`src/rtl/imem_loader.sv`:
```
// imem_loader: boot-time instruction-memory writer.
// Receives a framed byte stream (LEN_LO, LEN_HI, 4*N data bytes LSB-first, XOR checksum)
// and writes the assembled 32-bit words to consecutive word addresses from 0. The core is
// held in reset until a load completes with a good checksum.
// Ports:
//   clk, rst_n             clock, asynchronous active-low reset
//   start                  single-cycle load request (honoured when not busy)
//   rx_data/rx_valid/rx_ready  byte stream handshake
//   mem_we/mem_addr/mem_wdata  instruction-memory write port (registered)
//   cpu_hold               keep core in reset
//   busy, done, error      load status (done/error sticky until next start)
//   words_written          words written in the current or last load
module imem_loader #(
    parameter int unsigned DEPTH         = 512,
    parameter int unsigned AW            = 9,
    parameter bit          HOLD_AT_RESET = 1'b1
) (
    input  logic          clk,
    input  logic          rst_n,
    input  logic          start,
    input  logic [7:0]    rx_data,
    input  logic          rx_valid,
    output logic          rx_ready,
    output logic          mem_we,
    output logic [AW-1:0] mem_addr,
    output logic [31:0]   mem_wdata,
    output logic          cpu_hold,
    output logic          busy,
    output logic          done,
    output logic          error,
    output logic [AW:0]   words_written
);

    typedef enum logic [2:0] {
        StIdle, StLenLo, StLenHi, StData, StCheck, StDone, StError
    } state_e;

    state_e        state_q, state_d;
    logic [15:0]   len_q, len_d;
    logic [1:0]    byte_cnt_q, byte_cnt_d;
    logic [7:0]    acc_q, acc_d;
    logic [23:0]   asm_q, asm_d;       // lanes 0..2; lane 3 comes straight from rx_data
    logic [AW:0]   wcnt_q, wcnt_d;
    logic          mem_we_q, mem_we_d;
    logic [AW-1:0] mem_addr_q, mem_addr_d;
    logic [31:0]   mem_wdata_q, mem_wdata_d;
    logic          rx_ready_q, rx_ready_d;
    logic          cpu_hold_q, cpu_hold_d;
    logic          done_q, done_d;
    logic          error_q, error_d;
    logic          hs;
    logic [15:0]   len_full;

    // rx_ready_q mirrors "state is busy", so it gates the handshake directly.
    assign hs       = rx_valid && rx_ready_q;
    assign len_full = {rx_data, len_q[7:0]};

    always_comb begin
        state_d     = state_q;
        len_d       = len_q;
        byte_cnt_d  = byte_cnt_q;
        acc_d       = acc_q;
        asm_d       = asm_q;
        wcnt_d      = wcnt_q;
        mem_we_d    = 1'b0;
        mem_addr_d  = mem_addr_q;
        mem_wdata_d = mem_wdata_q;
        cpu_hold_d  = cpu_hold_q;
        done_d      = done_q;
        error_d     = error_q;

        // Address steps past each completed write; saturates at the last word.
        if (mem_we_q && (32'(mem_addr_q) != DEPTH - 1)) begin
            mem_addr_d = mem_addr_q + 1'b1;
        end

        unique case (state_q)
            StIdle, StDone, StError: begin
                if (start) begin
                    state_d    = StLenLo;
                    done_d     = 1'b0;
                    error_d    = 1'b0;
                    wcnt_d     = '0;
                    acc_d      = '0;
                    byte_cnt_d = '0;
                    cpu_hold_d = 1'b1;
                    mem_addr_d = '0;
                end
            end
            StLenLo: begin
                if (hs) begin
                    len_d[7:0] = rx_data;
                    state_d    = StLenHi;
                end
            end
            StLenHi: begin
                if (hs) begin
                    len_d[15:8] = rx_data;
                    if (32'(len_full) > DEPTH) begin
                        state_d    = StError;
                        error_d    = 1'b1;
                        cpu_hold_d = 1'b1;
                    end else if (len_full == 16'd0) begin
                        state_d = StCheck;
                    end else begin
                        state_d = StData;
                    end
                end
            end
            StData: begin
                if (hs) begin
                    acc_d      = acc_q ^ rx_data;
                    byte_cnt_d = byte_cnt_q + 2'd1;
                    case (byte_cnt_q)
                        2'd0: asm_d[7:0]   = rx_data;
                        2'd1: asm_d[15:8]  = rx_data;
                        2'd2: asm_d[23:16] = rx_data;
                        default: begin
                            mem_we_d    = 1'b1;
                            mem_wdata_d = {rx_data, asm_q};
                            wcnt_d      = wcnt_q + 1'b1;
                            if (32'(wcnt_q) + 1 == 32'(len_q)) begin
                                state_d = StCheck;
                            end
                        end
                    endcase
                end
            end
            StCheck: begin
                if (hs) begin
                    if (rx_data == acc_q) begin
                        state_d    = StDone;
                        done_d     = 1'b1;
                        cpu_hold_d = 1'b0;
                    end else begin
                        state_d    = StError;
                        error_d    = 1'b1;
                        cpu_hold_d = 1'b1;
                    end
                end
            end
            default: state_d = StIdle;
        endcase

        rx_ready_d = (state_d == StLenLo) || (state_d == StLenHi) ||
                     (state_d == StData)  || (state_d == StCheck);
    end

    always_ff @(posedge clk or negedge rst_n) begin
        if (!rst_n) begin
            state_q     <= StIdle;
            len_q       <= '0;
            byte_cnt_q  <= '0;
            acc_q       <= '0;
            asm_q       <= '0;
            wcnt_q      <= '0;
            mem_we_q    <= 1'b0;
            mem_addr_q  <= '0;
            mem_wdata_q <= '0;
            rx_ready_q  <= 1'b0;
            cpu_hold_q  <= HOLD_AT_RESET;
            done_q      <= 1'b0;
            error_q     <= 1'b0;
        end else begin
            state_q     <= state_d;
            len_q       <= len_d;
            byte_cnt_q  <= byte_cnt_d;
            acc_q       <= acc_d;
            asm_q       <= asm_d;
            wcnt_q      <= wcnt_d;
            mem_we_q    <= mem_we_d;
            mem_addr_q  <= mem_addr_d;
            mem_wdata_q <= mem_wdata_d;
            rx_ready_q  <= rx_ready_d;
            cpu_hold_q  <= cpu_hold_d;
            done_q      <= done_d;
            error_q     <= error_d;
        end
    end

    assign rx_ready      = rx_ready_q;
    assign mem_we        = mem_we_q;
    assign mem_addr      = mem_addr_q;
    assign mem_wdata     = mem_wdata_q;
    assign cpu_hold      = cpu_hold_q;
    assign busy          = (state_q == StLenLo) || (state_q == StLenHi) ||
                           (state_q == StData)  || (state_q == StCheck);
    assign done          = done_q;
    assign error         = error_q;
    assign words_written = wcnt_q;

endmodule

```
`config.mk`:
```
export PLATFORM = sky130hd
export DESIGN_NAME = imem_loader
export DESIGN_NICKNAME = d
export VERILOG_FILES = /design/src/rtl/imem_loader.sv
export SDC_FILE = /design/constraint.sdc
export NUM_CORES = 1
export LEC_CHECK = 0
export ABC_AREA = 1
export BUFFER_PORTS_ARGS = -buffer_cell sky130_fd_sc_hd__buf_2
export CORE_MARGIN = 4
export CORE_UTILIZATION = 56
export DETAILED_ROUTE_END_ITERATION = 10
export PLACE_DENSITY = 0.84
export SLEW_MARGIN = 20
export SYNTH_ARGS = -nofsm -noshare
export SYNTH_HDL_FRONTEND = slang
export SYNTH_SLANG_ARGS = --single-unit
```
`constraint.sdc`:
```
create_clock -name clk -period 3.3 [get_ports clk]
set_input_delay 0 -clock clk [delete_from_list [all_inputs] [get_ports clk]]
set_output_delay 0 -clock clk [all_outputs]
set_load 0.005 [all_outputs]
```
==> impl_metrics.prom <==
# TYPE chip_impl_metric gauge
chip_impl_metric{name="io_buffers",unit=""} 68
chip_impl_metric{name="setup.reg_to_reg.worst_slack",unit="ps"} 910
chip_impl_info{name="ordered_cell_list_for_the_critical_path",value="ha_1 > nand3_1 > nor2_1 > nand2_1 > nor2_1 > ha_1 > nor2_1 > nand2_1 > nor2_1 > nand3_1 > nor2_1 > xnor2_1 > nor2_1"} 1
chip_impl_info{name="critical_path.most_common_cell",value="sky130_fd_sc_hd__nor2_1"} 1
chip_impl_metric{name="finish.net_count",unit=""} 690
chip_impl_info{name="timing.critical_path.slowest_stage_cell",value="sky130_fd_sc_hd__dfrtp_1"} 1
chip_impl_metric{name="setup_total_negative_slack",unit="ps"} 0
chip_impl_metric{name="hold_violations",unit=""} 0
chip_impl_info{name="rsz_0062_raised_after_global_routing",value="no"} 1
chip_impl_metric{name="seq_power_share",unit="%"} 48.4
chip_impl_metric{name="power_density",unit="nW/um2"} 687
chip_impl_metric{name="io_pins",unit=""} 69
chip_impl_metric{name="antenna_violations_before_repair",unit=""} 0
chip_impl_metric{name="timing.final.crit_period",unit="ps"} 2390
chip_impl_metric{name="initialDrtViolationCount",unit=""} 198
chip_impl_metric{name="post-route-drc-count",unit=""} 0
chip_impl_metric{name="post_synthesis_cell_area",unit="um2"} 5000
chip_impl_metric{name="routedWlPerCell",unit="um"} 14.4
chip_impl_metric{name="tritoncts.num_buffers",unit=""} 9
chip_impl_metric{name="critical_path.max_fanout",unit=""} 9
chip_impl_info{name="tritoncts",value="yes"} 1
chip_impl_metric{name="die_w",unit="um"} 103
chip_impl_metric{name="max-vdd-ir-drop",unit="mV"} 0.362
chip_impl_info{name="min_delay_src",value="rx_data[5]"} 1
chip_impl_metric{name="min_delay_path_depth",unit=""} 3
chip_impl_metric{name="postSynthRegisterBits",unit=""} 109
chip_impl_metric{name="mapped_nets",unit=""} 619
chip_impl_metric{name="area_delta_synth_final",unit="%"} 14.0
chip_impl_metric{name="clock_tree.htree_level_count",unit=""} 3
chip_impl_metric{name="max_slew.worst_pin.slew",unit="ps"} 879
chip_impl_metric{name="layout_utilization",unit="%"} 65.4
chip_impl_metric{name="finalCritPeriodShare",unit="%"} 72.3
chip_impl_info{name="layout.cells.most_common_list",value="sky130_fd_sc_hd__nand2_1 (217), sky130_fd_sc_hd__dfrtp_1 (108), sky130_fd_sc_hd__buf_2 (67)"} 1
chip_impl_info{name="startpoint_type",value="flop"} 1
chip_impl_metric{name="multi_input_comb_area",unit="um2"} 1980
chip_impl_metric{name="worst_setup_hold_path_clk_slew",unit="ps"} 110
chip_impl_metric{name="cp_num_buf_inv",unit=""} 0
chip_impl_metric{name="share_of_flip_flops_with_an_asynchronous_set_or_reset",unit="%"} 100
chip_impl_metric{name="routed_wirelength",unit="um"} 11300
chip_impl_metric{name="placed_cell_area",unit="um2"} 5450
chip_impl_metric{name="pin_count_of_the_biggest_net_entering_global_routing",unit=""} 71
chip_impl_info{name="critical_path.reg2reg.endpoint",value="mem_addr[7]"} 1
chip_impl_metric{name="yosys_warnings",unit=""} 0
chip_impl_metric{name="design.core.area",unit="um2"} 8720
chip_impl_metric{name="post_detailed_route_count_of_antenna_violating_nets",unit=""} 0
chip_impl_metric{name="critical-path-max-stage-delay",unit="ps"} 430
chip_impl_metric{name="drt_pass1_iterations",unit=""} 5
chip_impl_metric{name="grt_usage",unit="%"} 23.5
chip_impl_info{name="r2r-start",value="mem_addr[1]"} 1
chip_impl_metric{name="p_clk_share",unit="%"} 23.5
chip_impl_metric{name="regArea",unit="um2"} 2730
chip_impl_metric{name="timing.final.max_slew_violations",unit=""} 0
chip_impl_metric{name="finalNonFillerCells",unit=""} 784
chip_impl_metric{name="pwr-share-comb",unit="%"} 28.1
chip_impl_metric{name="grt_overflow_total",unit=""} 0
chip_impl_metric{name="worstPathArrival",unit="ps"} 2660
chip_impl_metric{name="met3_routed_wirelength",unit="um"} 629
chip_impl_metric{name="seq_area_frac_synth",unit="%"} 54.6
chip_impl_info{name="timing.critical_path.to_type",value="flop"} 1
chip_impl_info{name="most_frequent_standard_cell_in_the_layout_excluding_fill_and_tap_cells",value="sky130_fd_sc_hd__nand2_1"} 1
chip_impl_metric{name="number_of_maximum_capacitance_violations",unit=""} 0
chip_impl_metric{name="required",unit="ps"} 3570
chip_impl_metric{name="max_slew_margin",unit="%"} 41.4
chip_impl_metric{name="via_count",unit=""} 4182
chip_impl_metric{name="initial_utilization",unit="%"} 57.4
chip_impl_info{name="highest_layer",value="met4"} 1
chip_impl_metric{name="total_leakage_power",unit="nW"} 3.09
chip_impl_info{name="clk_root_buffer_cell",value="sky130_fd_sc_hd__clkbuf_8"} 1
chip_impl_metric{name="num_antenna_cells",unit=""} 0
chip_impl_metric{name="achievable_freq",unit="MHz"} 419
chip_impl_info{name="synth-main-ff-cell",value="sky130_fd_sc_hd__dfrtp_1"} 1
chip_impl_metric{name="die_area",unit="um2"} 10500
chip_impl_metric{name="syn_avg_cell_area",unit="um2"} 8.34
chip_impl_info{name="worstHoldPathType",value="in -> reg"} 1
chip_impl_metric{name="post_route_cells_drive_above_1_share",unit="%"} 16.0
chip_impl_metric{name="reg2regPathDepth",unit=""} 13
chip_impl_metric{name="detail_route.wirelength.met1",unit="um"} 4960
chip_impl_metric{name="grt_first_pass_wirelength",unit="um"} 19300
chip_impl_metric{name="internal_power",unit="mW"} 2.52
chip_impl_info{name="hold_end",value="acc_q[5]"} 1
chip_impl_metric{name="clk_latency",unit="ps"} 370
chip_impl_metric{name="clockBufferDepth",unit=""} 2
chip_impl_info{name="critical_path_class",value="reg -> reg"} 1
chip_impl_metric{name="viasPerCell",unit=""} 5.33
chip_impl_metric{name="total_half_perimeter_wirelength_after_legalization_and_detailed_placement",unit="um"} 7820
chip_impl_metric{name="cts.sink_count",unit=""} 109
chip_impl_metric{name="placement_rows",unit=""} 34
chip_impl_metric{name="post_cts_resized",unit=""} 0
chip_impl_metric{name="final_design_area_no_fill",unit="um2"} 5700
chip_impl_metric{name="net-switching-power",unit="mW"} 1.40
chip_impl_info{name="run_status",value="finished clean"} 1
chip_impl_metric{name="fp.dieH",unit="um"} 103
chip_impl_metric{name="fin_skew",unit="ps"} 9.07
chip_impl_metric{name="postSynthCellCount",unit=""} 600
chip_impl_metric{name="netlist-cell-type-count",unit=""} 34
chip_impl_metric{name="synth-edff-count",unit=""} 0
chip_impl_metric{name="holdWs",unit="ps"} 20.8
chip_impl_metric{name="setup_violations",unit=""} 0
chip_impl_metric{name="wl_met2",unit="um"} 5520
chip_impl_metric{name="first_global_vias",unit=""} 4167
chip_impl_metric{name="finalWeightedCongestion",unit=""} 0.919
chip_impl_metric{name="fillCellCount",unit=""} 724
chip_impl_info{name="worst_path_dominant_cell_family",value="simple AND/OR/NAND/NOR gates"} 1
chip_impl_metric{name="placed_cells",unit=""} 766
chip_impl_metric{name="power.switching_fraction",unit="%"} 35.7
## Yosys cell counts (2+ instances only)
| cell type | instances | area share, % |
|---|---|---|
| sky130_fd_sc_hd__nand4_1 | 6 | 0.75 |
| sky130_fd_sc_hd__nand3_2 | 3 | 0.60 |
| sky130_fd_sc_hd__nor2_4 | 3 | 0.68 |
| sky130_fd_sc_hd__or2_2 | 4 | 0.50 |
| sky130_fd_sc_hd__o21ai_1 | 3 | 0.30 |
| sky130_fd_sc_hd__nor2_1 | 35 | 2.6 |
| sky130_fd_sc_hd__inv_2 | 3 | 0.23 |
| sky130_fd_sc_hd__nand3_1 | 22 | 2.2 |
| sky130_fd_sc_hd__nor3_1 | 3 | 0.30 |
| sky130_fd_sc_hd__a22o_1 | 2 | 0.35 |
| sky130_fd_sc_hd__o211ai_1 | 2 | 0.30 |
| sky130_fd_sc_hd__o22ai_1 | 8 | 1.0 |
| sky130_fd_sc_hd__nand2_1 | 217 | 16 |
| sky130_fd_sc_hd__clkbuf_1 | 9 | 0.68 |
| sky130_fd_sc_hd__xnor2_1 | 8 | 1.4 |
| sky130_fd_sc_hd__nor4_1 | 2 | 0.25 |
| sky130_fd_sc_hd__nand2_2 | 3 | 0.38 |
| sky130_fd_sc_hd__inv_1 | 62 | 4.7 |
| sky130_fd_sc_hd__xor2_1 | 4 | 0.70 |
| sky130_fd_sc_hd__dfrtp_1 | 108 | 54 |
| sky130_fd_sc_hd__ha_1 | 7 | 1.8 |
| sky130_fd_sc_hd__buf_1 | 3 | 0.23 |
| sky130_fd_sc_hd__o21ai_0 | 60 | 6.0 |
| sky130_fd_sc_hd__nand3b_1 | 4 | 0.60 |
| sky130_fd_sc_hd__a21oi_1 | 10 | 1.0 |
## worst register-to-register path: stages (launching register included)
cell and delay (ps):
sky130_fd_sc_hd__dfrtp_1 430, sky130_fd_sc_hd__ha_1 230, sky130_fd_sc_hd__nand3_1 70, sky130_fd_sc_hd__nor2_1 50
sky130_fd_sc_hd__nand2_1 50, sky130_fd_sc_hd__nor2_1 40, sky130_fd_sc_hd__ha_1 170, sky130_fd_sc_hd__nor2_1 390
sky130_fd_sc_hd__nand2_1 150, sky130_fd_sc_hd__nor2_1 250, sky130_fd_sc_hd__nand3_1 130, sky130_fd_sc_hd__nor2_1 130
sky130_fd_sc_hd__xnor2_1 130, sky130_fd_sc_hd__nor2_1 50
## final cells by class
class / instances / area share [%]
Inverter: 65 / 4.28
Multi-Input combinational cell: 413 / 34.7
Clock buffer: 9 / 2.17
Tap cell: 108 / 2.37
Sequential cell: 109 / 47.9
Timing Repair Buffer: 73 / 6.76
Clock inverter: 7 / 1.84
## state kept, by name, indices dropped and copies added, names as in the netlist
name	flops
mem_addr	9
error	1
words_written	10
len_q	16
asm_q	24
mem_we	1
state_q	3
byte_cnt_q	2
mem_wdata	32
cpu_hold	1
acc_q	8
rx_ready	1
done	1
## logic make-up (layout without fill, tap and decap cells)
group / Yosys count / in the layout / share of synthesized area, %
flops: 109 / 109 / 54.6
compound gates: 89 / 89 / 9.65
fa+ha+maj: 7 / 7 / 1.75
simple gates: 304 / 304 / 25.6
xor+xnor: 13 / 13 / 2.55
buf+inv: 78 / 154 / 5.88
## what timing repair did
action                                  in CTS  in global routing
setup buffers                                0                  0
hold buffers                                 2                  0
endpoints found under the setup margin       0                  0
hold endpoints to repair                    68                  0
## routing by layer
layer,global-route usage (%),vias up
li1,-,2041
met1,31.1,1999
met2,38.2,121
met3,4.67,21
met4,9.28,0
met5,0,-
## power by group through the flow
stage	logic, mW	clock network, mW	registers [mW]
floorplan	0.803	0	1.86
global placement	1.04	0	1.90
detailed placement	1.09	0	1.92
CTS	1.11	0.933	1.89
global route	1.26	0.996	1.94
finish	1.10	0.921	1.90
## through the flow
step	power, mW	worst slack, ps
after floorplan	2.66	1230
after global routing	4.19	609
after global placement	2.94	1120
after detailed placement	3.01	952
final	3.92	913
after CTS	3.93	946
## how the worst max path moves through the flow
stage / startpoint / end / slack, ps / depth (start not counted)
after floorplan: mem_addr[0] / mem_addr[7] / 1230 / 13
after global placement: mem_addr[0] / mem_addr[7] / 1120 / 13
after detailed placement: mem_addr[0] / mem_addr[7] / 950 / 13
after CTS: mem_addr[0] / mem_addr[7] / 950 / 13
after global routing: mem_addr[0] / mem_addr[7] / 610 / 13
final: mem_addr[1] / mem_addr[7] / 910 / 13
Note: power is estimated with default switching activity, not from simulation.
